**config.mk**
```make
export PLATFORM = sky130hd
export DESIGN_NAME = jtsdram_verify
export DESIGN_NICKNAME = d
export VERILOG_FILES = /design/src/rtl/jtsdram_pkg.sv /design/src/rtl/jtsdram_verify_cnt.sv /design/src/rtl/jtsdram_verify.sv
export SDC_FILE = /design/constraint.sdc
export NUM_CORES = 1
export LEC_CHECK = 0
export BUFFER_PORTS_ARGS = -buffer_cell sky130_fd_sc_hd__buf_2
export CAP_MARGIN = 20
export CORE_MARGIN = 2
export CORE_UTILIZATION = 48
export DETAILED_ROUTE_END_ITERATION = 10
export PLACE_DENSITY = 0.79
export REMOVE_ABC_BUFFERS = 1
export SKIP_CTS_REPAIR_TIMING = 1
export SYNTH_ARGS = -nofsm -noshare
export SYNTH_HDL_FRONTEND = slang
export SYNTH_HIERARCHICAL = 1
export SYNTH_SLANG_ARGS = --single-unit
export TNS_END_PERCENT = 50
```
**constraint.sdc**
```tcl
create_clock -name clk -period 3.4 [get_ports clk]
set_clock_uncertainty 0.15 [all_clocks]
set_input_delay 0.34 -clock clk [delete_from_list [all_inputs] [get_ports clk]]
set_output_delay 0.34 -clock clk [all_outputs]
set_load 0.1 [all_outputs]
```
**src/rtl/jtsdram_pkg.sv**
```systemverilog
// Shared types and helpers for the SDRAM read-back checker.
package jtsdram_pkg;

  localparam int BANK_W  = 2;
  localparam int PADDR_W = 22;
  localparam int FULL_W  = 25;

  typedef enum logic [2:0] {
    IDLE,
    EXP_LO,
    EXP_HI,
    READ,
    CHECK,
    FIN
  } state_t;

  // Advances {ba, addr}; the word address wraps to 0 after addr_end and the bank steps.
  function automatic logic [BANK_W+PADDR_W-1:0] next_addr(
    input logic [BANK_W+PADDR_W-1:0] cur,
    input logic [PADDR_W-1:0]        addr_end
  );
    logic [BANK_W-1:0]  ba;
    logic [PADDR_W-1:0] addr;
    ba   = cur[BANK_W+PADDR_W-1:PADDR_W];
    addr = cur[PADDR_W-1:0];
    if (addr == addr_end) begin
      next_addr = {ba + BANK_W'(1), {PADDR_W{1'b0}}};
    end else begin
      next_addr = {ba, addr + PADDR_W'(1)};
    end
  endfunction

endpackage

```
**src/rtl/jtsdram_verify_cnt.sv**
```systemverilog
// Mismatch bookkeeping: saturating error count, sticky bad flag, first failing address.
module jtsdram_verify_cnt
  import jtsdram_pkg::*;
#(
  parameter int ERR_W = 16
) (
  input  logic              clk,
  input  logic              rst,
  input  logic              clr,
  input  logic              valid,
  input  logic              mismatch,
  input  logic [FULL_W-1:0] addr,
  output logic              bad,
  output logic [ERR_W-1:0]  err_cnt,
  output logic [FULL_W-1:0] first_err_addr
);

  always_ff @(posedge clk) begin
    if (rst || clr) begin
      bad            <= 1'b0;
      err_cnt        <= '0;
      first_err_addr <= '0;
    end else if (valid && mismatch) begin
      bad <= 1'b1;
      if (err_cnt != '1) begin
        err_cnt <= err_cnt + ERR_W'(1);
      end
      // bad is still clear only on the first mismatch of the sweep
      if (!bad) begin
        first_err_addr <= addr;
      end
    end
  end

endmodule

```
**src/rtl/jtsdram_verify.sv**
```systemverilog
// SDRAM read-back checker: sweeps all banks over the prog_* port and compares with the pattern source.
// Optional read-data signature enabled by defining JTSDRAM_VERIFY_SIG_EN.
module jtsdram_verify
  import jtsdram_pkg::*;
#(
  parameter logic [PADDR_W-1:0] ADDR_END    = 22'h3F_FFFF,
  parameter int                 ERR_W       = 16,
  parameter bit                 STOP_ON_ERR = 1'b0
) (
  input  logic               clk,
  input  logic               rst,
  input  logic               start,
  output logic               busy,
  output logic               done,
  output logic               bad,
  output logic [ERR_W-1:0]   err_cnt,
  output logic [FULL_W-1:0]  first_err_addr,
  input  logic [15:0]        ba0_data,
  input  logic [15:0]        ba1_data,
  input  logic [15:0]        ba2_data,
  input  logic [15:0]        ba3_data,
  output logic               exp_half,
  output logic [PADDR_W-1:0] prog_addr,
  output logic [BANK_W-1:0]  prog_ba,
  output logic               prog_rd,
  output logic               prog_we,
  output logic [1:0]         prog_mask,
  input  logic [15:0]        prog_dout,
  input  logic               prog_rdy,
  output logic [15:0]        sig
);

  state_t                    state;
  logic [15:0]               exp_word;
  logic [15:0]               rdata;
  logic [15:0]               sel_data;
  logic                      mismatch;
  logic                      last_word;
  logic [BANK_W+PADDR_W-1:0] nxt;

  assign prog_we   = 1'b0;
  assign prog_mask = 2'b00;

  always_comb begin
    sel_data = ba0_data;
    case (prog_ba)
      2'd0: sel_data = ba0_data;
      2'd1: sel_data = ba1_data;
      2'd2: sel_data = ba2_data;
      2'd3: sel_data = ba3_data;
      default: sel_data = ba0_data;
    endcase
  end

  assign mismatch  = (rdata != exp_word);
  assign last_word = ({prog_ba, prog_addr} == {2'd3, ADDR_END});
  assign nxt       = next_addr({prog_ba, prog_addr}, ADDR_END);

  // start overrides every state, including an outstanding read
  always_ff @(posedge clk) begin
    if (rst) begin
      state     <= IDLE;
      busy      <= 1'b0;
      done      <= 1'b0;
      exp_half  <= 1'b0;
      prog_rd   <= 1'b0;
      prog_addr <= '0;
      prog_ba   <= '0;
      exp_word  <= '0;
      rdata     <= '0;
    end else if (start) begin
      state     <= EXP_LO;
      busy      <= 1'b1;
      done      <= 1'b0;
      exp_half  <= 1'b0;
      prog_rd   <= 1'b0;
      prog_addr <= '0;
      prog_ba   <= '0;
    end else begin
      case (state)
        IDLE: ;
        EXP_LO: begin
          exp_word[7:0] <= sel_data[7:0];
          exp_half      <= 1'b1;
          state         <= EXP_HI;
        end
        EXP_HI: begin
          exp_word[15:8] <= sel_data[15:8];
          prog_rd        <= 1'b1;
          state          <= READ;
        end
        READ: begin
          if (prog_rdy) begin
            rdata   <= prog_dout;
            prog_rd <= 1'b0;
            state   <= CHECK;
          end
        end
        CHECK: begin
          if (last_word || (STOP_ON_ERR && mismatch)) begin
            busy  <= 1'b0;
            done  <= 1'b1;
            state <= FIN;
          end else begin
            {prog_ba, prog_addr} <= nxt;
            exp_half             <= 1'b0;
            state                <= EXP_LO;
          end
        end
        FIN:     state <= IDLE;
        default: state <= IDLE;
      endcase
    end
  end

  jtsdram_verify_cnt #(
    .ERR_W (ERR_W)
  ) u_cnt (
    .clk            (clk),
    .rst            (rst),
    .clr            (start),
    .valid          (state == CHECK),
    .mismatch       (mismatch),
    .addr           ({prog_ba, prog_addr, 1'b0}),
    .bad            (bad),
    .err_cnt        (err_cnt),
    .first_err_addr (first_err_addr)
  );

`ifdef JTSDRAM_VERIFY_SIG_EN
  always_ff @(posedge clk) begin
    if (rst || start) begin
      sig <= '0;
    end else if (state == READ && prog_rdy) begin
      sig <= {sig[14:0], sig[15]} ^ prog_dout;
    end
  end
`else
  assign sig = '0;
`endif

endmodule
```
==> results by group, run 1 <==
Status
  – Status: complete, no violations

GRT
  – Largest net degree at the start of global routing: 33
  – First-pass GRT wire length: 21.8 mm
  – Gr usage total: 0.234
  – Overflow after GRT: 0
  – Initial antenna violation count: 0
  – Vias in the first global route: ~4600

Critical path
  – CP startpoint kind: flip-flop
  – Slowest-stage cell, CP: or4_1
  – CP dominant cell by count: or4_1
  – RR Endpoint: u_cnt/err_cnt[15]
  – Worst setup EP type: flip-flop
  – R2R depth: 6
  – Buf/Inv on CP: 1
  – Reg2reg setup slack: roughly 750 ps
  – WP data required: about 3500 ps
  – Max Fanout on Critical Path: 12
  – Crit path max-delay family: simple AND/OR/NAND/NOR gates
  – Worst path max stage delay: 590 ps
  – Critical path, cell by cell: or3b_4 > clkinv_4 > nand2_1 > or4_1 > or4_1 > a21oi_1
  – Critical Path Source: state[2]
  – Reg2reg start: state[2]
  – Arr. time, crit path: between 2000 and 3000 ps
  – Crit Path Class: flip-flop to flip-flop

Synthesis
  – Register bit total from synthesis: 105
  – Netlist cell types: 55
  – Mapped Cells: 630
  – Synth Area per Inst: 8.05 um^2
  – Mapped Area: 5070 um^2
  – Share of flip-flops with an asynchronous set or reset: 0
  – Total number of yosys warnings: 6
  – Register area share after synthesis: 0.415
  – Number of synthesized flops with an enable pin: 0
  – Most used DFF post-synth: dfxtp_1

Detailed routing
  – Average wire per standard cell: 14.6 um
  – Drt drc: 0
  – Routed vias: approximately 5000
  – Number of vias per cell: 5.52
  – Final WL: 13.3 mm
  – Iteration-0 DRC Markers: 327
  – Post-DRT Antenna Nets: 0
  – Router iterations before antenna repair: 7

Timing
  – Hold slack: 66.5 ps
  – Setup TNS Final: 0 ps
  – Worst Tran Pin Value: approximately 1100 ps
  – Tcrit/Tclk final: 0.779
  – Final Hold Viols: 0
  – Fin. max-slew vios: 0
  – Max_slew headroom: 0.287
  – Final setup viols: 0
  – Tmin final: 2650 ps
  – RSZ-0062 raised after global routing: false
  – Final worst slack: between 700 and 800 ps
  – Fmax: 378 MHz

Power
  – Sw Share: 0.252
  – Int Power: 1710 uW
  – Clk network pwr share: 0.361
  – Sw Pwr: 578 uW
  – LEAKAGE: 0.00253 uW
  – Cell area power density: 376 nW/um^2
  – Worst ir drop on vdd: between 0.2 and 0.3 mV
  – Flop pwr share: 0.543
  – Combinational power share: 0.097
  – Design Power: 2290 uW

Die
  – Area of the core: 10300 um^2
  – Std-Cell Rows: 37
  – Initial cell density of the core: 0.493
  – Die X: 107 um
  – Die Y-Extent: between 100 and 150 um
  – DIE AREA: about 11000 um^2
  – Boundary Pins: approximately 170

Clock tree
  – Clk pin slew, worst setup/hold paths: 100 ps
  – Clock root buffer: clkbuf_8
  – CTS Buf Count: 9
  – CTS sink count: approximately 110
  – Max Buffers Root-to-Sink: 2
  – CTS tree: done
  – CTS H-tree depth: 3
  – Clock Latency Late Sink: 360 ps

Placed design
  – GP Congestion: 0.895
  – PortBufs: ~150
  – Pre-CTS setup slack: approximately 800 ps
  – DP Wirelength: 9.70 mm

Final layout
  – Share of cells above drive strength 1: 0.248
  – Layout net count: between 800 and 900
  – Final Core Density: 0.592
  – Area growth from synthesis to layout: 20.1%
  – N_diodes: 0

Hold path
  – Hold path cells: 3
  – Hold crit path type: input pin to flip-flop
  – Worst Hold Path EP: rdata[6]
  – Hold_sp: prog_dout[6]

Run
  – Max-cap viol count: 0
metal layers:
| metal | wire, um | vias up | GRT usage |
|---|---|---|---|
| met1 | 5740 | 2319 | 0.302 |
| met3 | 819 | 27 | 0.0444 |
| met4 | 262 | 0 | 0.0835 |
| met5 | 0 | - | 0 |
| met2 | 6460 | 204 | 0.390 |
| li1 | - | 2475 | - |
cell usage after synthesis (4+ instances only):
| cell | count | area (um^2) |
|---|---|---|
| nand2_1 | 157 | 589 |
| dfxtp_1 | 105 | 2100 |
| a21oi_1 | 72 | 360 |
| nor2_1 | 30 | 113 |
| clkbuf_1 | 28 | 105 |
| o21ai_0 | 22 | 110 |
| buf_4 | 20 | 150 |
| xor2_1 | 18 | 158 |
| a222oi_1 | 16 | 160 |
| xnor2_1 | 15 | 131 |
| nand3_1 | 14 | 70.1 |
| nor3_1 | 14 | 70.1 |
| nand4_1 | 12 | 75.1 |
| a211oi_1 | 9 | 67.6 |
| and3_1 | 7 | 43.8 |
| mux2i_1 | 7 | 70.1 |
| ha_1 | 6 | 75.1 |
| nor4_1 | 6 | 37.5 |
| and2_1 | 5 | 31.3 |
| or3_1 | 5 | 31.3 |
| or4_1 | 5 | 37.5 |
| a2111oi_0 | 4 | 35.0 |
| and4_1 | 4 | 35.0 |
| inv_1 | 4 | 15.0 |
tightest hold or removal path, cell delays in order:
cell,delay (ps)
buf_2,90
nand2_1,50
a21oi_1,50
state kept, by name, summed over array words and instances, names as in the netlist, 2 cells and up:
name,flops
u_cnt/first_err_addr,25
rdata,16
prog_addr,22
prog_ba,2
u_cnt/err_cnt,16
state,3
exp_word,16
worst max-delay path by stage:
stage                                    to  slack (ps)  cells after the start
after floorplan               prog_addr[16]         310                      6
after global placement    u_cnt/err_cnt[15]         890                      6
after detailed placement  u_cnt/err_cnt[15]         800                      6
after CTS                 u_cnt/err_cnt[15]         780                      6
after global routing      u_cnt/err_cnt[15]         660                      6
final                     u_cnt/err_cnt[15]         750                      6
cells by family (layout without fill, tap and decap cells):
group	Yosys count	in the layout	synth area share
adder cells (fa/ha/maj)	6	6	0.0148
multiplexers	7	7	0.0138
XOR/XNOR	33	33	0.0570
AO/OA/AOI/OAI	144	144	0.181
flip-flops	105	105	0.415
other	1	20	0.000739
buffers and inverters	57	182	0.0600
AND/OR/NAND/NOR	277	277	0.258
layout make-up:
| class | count | area, um^2 |
|---|---|---|
| multi-input combinational | 487 | 2740 |
| sequential | 105 | 2100 |
| timing repair buffer | 161 | 826 |
| tap | 136 | 170 |
| clock inverter | 3 | 46.3 |
| fill | 923 | 4190 |
| inverter | 5 | 23.8 |
| clock buffer | 13 | 179 |
cell usage in the layout (no fill, tap or decap), types with 2 or more instances in the layout:
cell type,instances
and2_1,5
xnor2_1,15
nor4_1,6
a31oi_1,3
or3_1,5
and4_1,4
a211oi_1,9
mux2i_1,7
clkinv_4,2
xor2_1,18
nand3_1,14
conb_1,20
o21ai_0,22
nor2_1,30
o21a_1,2
nor3_1,13
a222oi_1,16
or4_1,5
a2111o_1,2
nand2_1,157
or2_1,2
o31ai_1,3
a2111oi_0,4
o41ai_1,2
inv_1,4
nand4_1,12
a21oi_1,72
o211ai_1,3
nand2b_1,3
and3_1,7
buf_4,8
ha_1,6
nand3_2,3
buf_2,153
dfxtp_1,105
clkbuf_8,13
power by group through the flow:
stage                     Sequential [uW]  Clock (uW)  Combinational [uW]
final                                1240         826                 221
after global routing                 1240         886                 236
after CTS                            1240         845                 220
after detailed placement             1270           0                 220
after global placement               1270           0                 216
after floorplan                      1280           0                 132
through the flow:
step	cell area, um^2	cells
final	6090	910
after global routing	6090	910
after CTS	6090	910
after detailed placement	5860	894
after global placement	5860	894
after floorplan	4860	597
Power figures use the tool's default switching activity.
==> run 2: changes to the inputs <==
--- a/config.mk
+++ b/config.mk
@@ -8,7 +8,7 @@
 export BUFFER_PORTS_ARGS = -buffer_cell sky130_fd_sc_hd__buf_2
 export CAP_MARGIN = 20
 export CORE_MARGIN = 2
-export CORE_UTILIZATION = 48
+export CORE_UTILIZATION = 46
 export DETAILED_ROUTE_END_ITERATION = 10
 export PLACE_DENSITY = 0.79
 export REMOVE_ABC_BUFFERS = 1
==> constraint.sdc (replaced) <==
create_clock -name clk -period 2.35 [get_ports clk]
set_clock_uncertainty 0.15 [all_clocks]
set_input_delay 0.235 -clock clk [delete_from_list [all_inputs] [get_ports clk]]
set_output_delay 0.235 -clock clk [all_outputs]
set_load 0.1 [all_outputs]
==> results by group, run 2 (synthesized netlist as in run 1, its figures left out) <==
Detailed routing
  – Routed vias: 5119 (+1.9%)
  – Average wire per standard cell: 14.2 um (-2.5%)
  – Drt drc: 0 (unchanged)
  – Final WL: 13.5 mm (+1.9%)
  – Router iterations before antenna repair: 7 (unchanged)
  – Post-DRT Antenna Nets: 0 (unchanged)
  – Number of vias per cell: 5.38 (-2.5%)
  – Iteration-0 DRC Markers: 440 (+35%)

Timing
  – Fmax: 440 MHz (+17%)
  – Hold slack: 90.2 ps (+23.7 ps)
  – Tcrit/Tclk final: 0.967 (+0.188)
  – RSZ-0062 raised after global routing: false
  – Final worst slack: 78.2 ps (-675 ps)
  – Fin. max-slew vios: 0 (unchanged)
  – Final setup viols: 0 (unchanged)
  – Final Hold Viols: 0 (unchanged)
  – Worst Tran Pin Value: 979 ps (-83.0 ps)
  – Setup TNS Final: 0 ps (unchanged)
  – Tmin final: 2270 ps (-375 ps)
  – Max_slew headroom: 0.347 (+0.0608)

Critical path
  – Slowest-stage cell, CP: or4_1
  – Worst path max stage delay: 510 ps (-80 ps)
  – Worst setup EP type: flip-flop
  – WP data required: 2500 ps (-1020 ps)
  – Reg2reg setup slack: 80 ps (-670 ps)
  – Arr. time, crit path: 2420 ps (-350 ps)
  – Critical path, cell by cell: xor2_2 > nor4_1 > nand4_1 > nand2_2 > or4_4 > or4_1 > a21oi_1
  – Max Fanout on Critical Path: 4 (-8)
  – Critical Path Source: exp_word[8]
  – Crit Path Class: flip-flop to flip-flop
  – CP startpoint kind: flip-flop
  – Reg2reg start: exp_word[8]

GRT
  – Largest net degree at the start of global routing: 33 (unchanged)
  – First-pass GRT wire length: 21.1 mm (-3.3%)
  – Initial antenna violation count: 0 (unchanged)
  – Gr usage total: 0.221 (-0.0127)
  – Overflow after GRT: 0 (unchanged)
  – Vias in the first global route: 4442 (-4.3%)

Placed design
  – Placed Area: 6030 um^2 (+2.9%)
  – Pre-CTS setup slack: 59.3 ps (-741 ps)
  – DP Wirelength: 9.68 mm (-0.20%)
  – GP Congestion: 0.833 (-6.9%)
  – PortBufs: 153 (unchanged)

Die
  – DIE AREA: 11900 um^2 (+4.2%)
  – Std-Cell Rows: 38 (+2.7%)
  – Die X: 109 um (+2.1%)
  – Die Y-Extent: 109 um (+2.1%)
  – Boundary Pins: 173 (unchanged)
  – Area of the core: 10800 um^2 (+5.0%)
  – Initial cell density of the core: 0.470 (-0.0236)

Clock tree
  – CTS tree: done
  – CTS Buf Count: 9 (unchanged)
  – Max Buffers Root-to-Sink: 2 (unchanged)
  – CTS H-tree depth: 3 (unchanged)
  – Clock Latency Late Sink: 370 ps (about the same)
  – CTS sink count: 105 (unchanged)
  – Clock root buffer: clkbuf_8
  – Clk pin slew, worst setup/hold paths: 110 ps (about the same)

Power
  – Worst ir drop on vdd: 0.329 mV (+26%)
  – Cell area power density: 502 nW/um^2 (+33%)
  – LEAKAGE: 0.00270 uW (+6.6%)

Hold path
  – Hold crit path type: input pin to flip-flop
  – Hold_sp: ba0_data[12]

Final layout
  – Register Area: 2110 um^2 (+0.30%)
  – Final Cell Area: 6420 um^2 (+5.4%)
  – Most flop-heavy register: u_cnt/first_err_addr
  – Share of cells above drive strength 1: 0.274 (+0.0257)
  – N_diodes: 0 (unchanged)
  – Top Registers: u_cnt/first_err_addr x25, prog_addr x22
  – Area growth from synthesis to layout: 26.6%
  – Final Core Density: 0.595 (+0.00243)
  – Commonest non-fill, non-tap cells in the layout: nand2_1 (156), buf_2 (153), dfxtp_1 (100)
  – Layout net count: 896 (+4.3%)
  – Most common cell after layout, fill and taps aside: nand2_1
  – Multi-input logic area: 2770 um^2 (+1.0%)
  – Largest register FFs: 25 (unchanged)
  – FILL cells: 973 (+5.4%)

Run
  – Max-cap viol count: 0 (unchanged)

Status
  – Status: complete, no violations
## run 2: final cells by class
| cell class | instances | area share |
|---|---|---|
| inverter | 5 | 0.00370 |
| multi-input combinational | 487 | 0.431 |
| clock inverter | 7 | 0.00955 |
| tap | 140 | 0.0273 |
| sequential | 105 | 0.328 |
| timing repair buffer | 198 | 0.180 |
| clock buffer | 9 | 0.0193 |
## run 2: worst max-delay path, delay by kind of cell, from the launching register on
| family | cells | cell delay (ps) |
|---|---|---|
| compound gates | 1 | 170 |
| flops | 1 | 390 |
| xor+xnor | 1 | 170 |
| simple gates | 5 | 1320 |
## run 2: metrics by stage
stage,total power [uW],instances
2_1_floorplan,2050,597
3_3_place_gp,2160,918
3_5_place_dp,2160,918
4_1_cts,3220,934
5_1_grt,3340,951
6_report,3220,951
## run 2: per-layer routing
metal	vias to the layer above	GRT usage	share of wire
met5	-	0	0
met2	171	0.352	0.47
met3	18	0.0532	0.062
met4	0	0.0687	0.015
met1	2382	0.296	0.45
li1	2548	-	-
## run 2: power by group
group | switching [uW] | leakage, uW | internal (uW)
registers | 7.11 | 0.000849 | 1790
logic | 251 | 0.00175 | 102
clock network | 664 | 0.0000936 | 406
## run 2: worst paths after layout
path | cells past startpoint | to
max | 7 | u_cnt/err_cnt[15]
min | 5 | exp_word[12]
max reg2reg | 7 | u_cnt/err_cnt[15]
min reg2reg | 2 | u_cnt/first_err_addr[20]
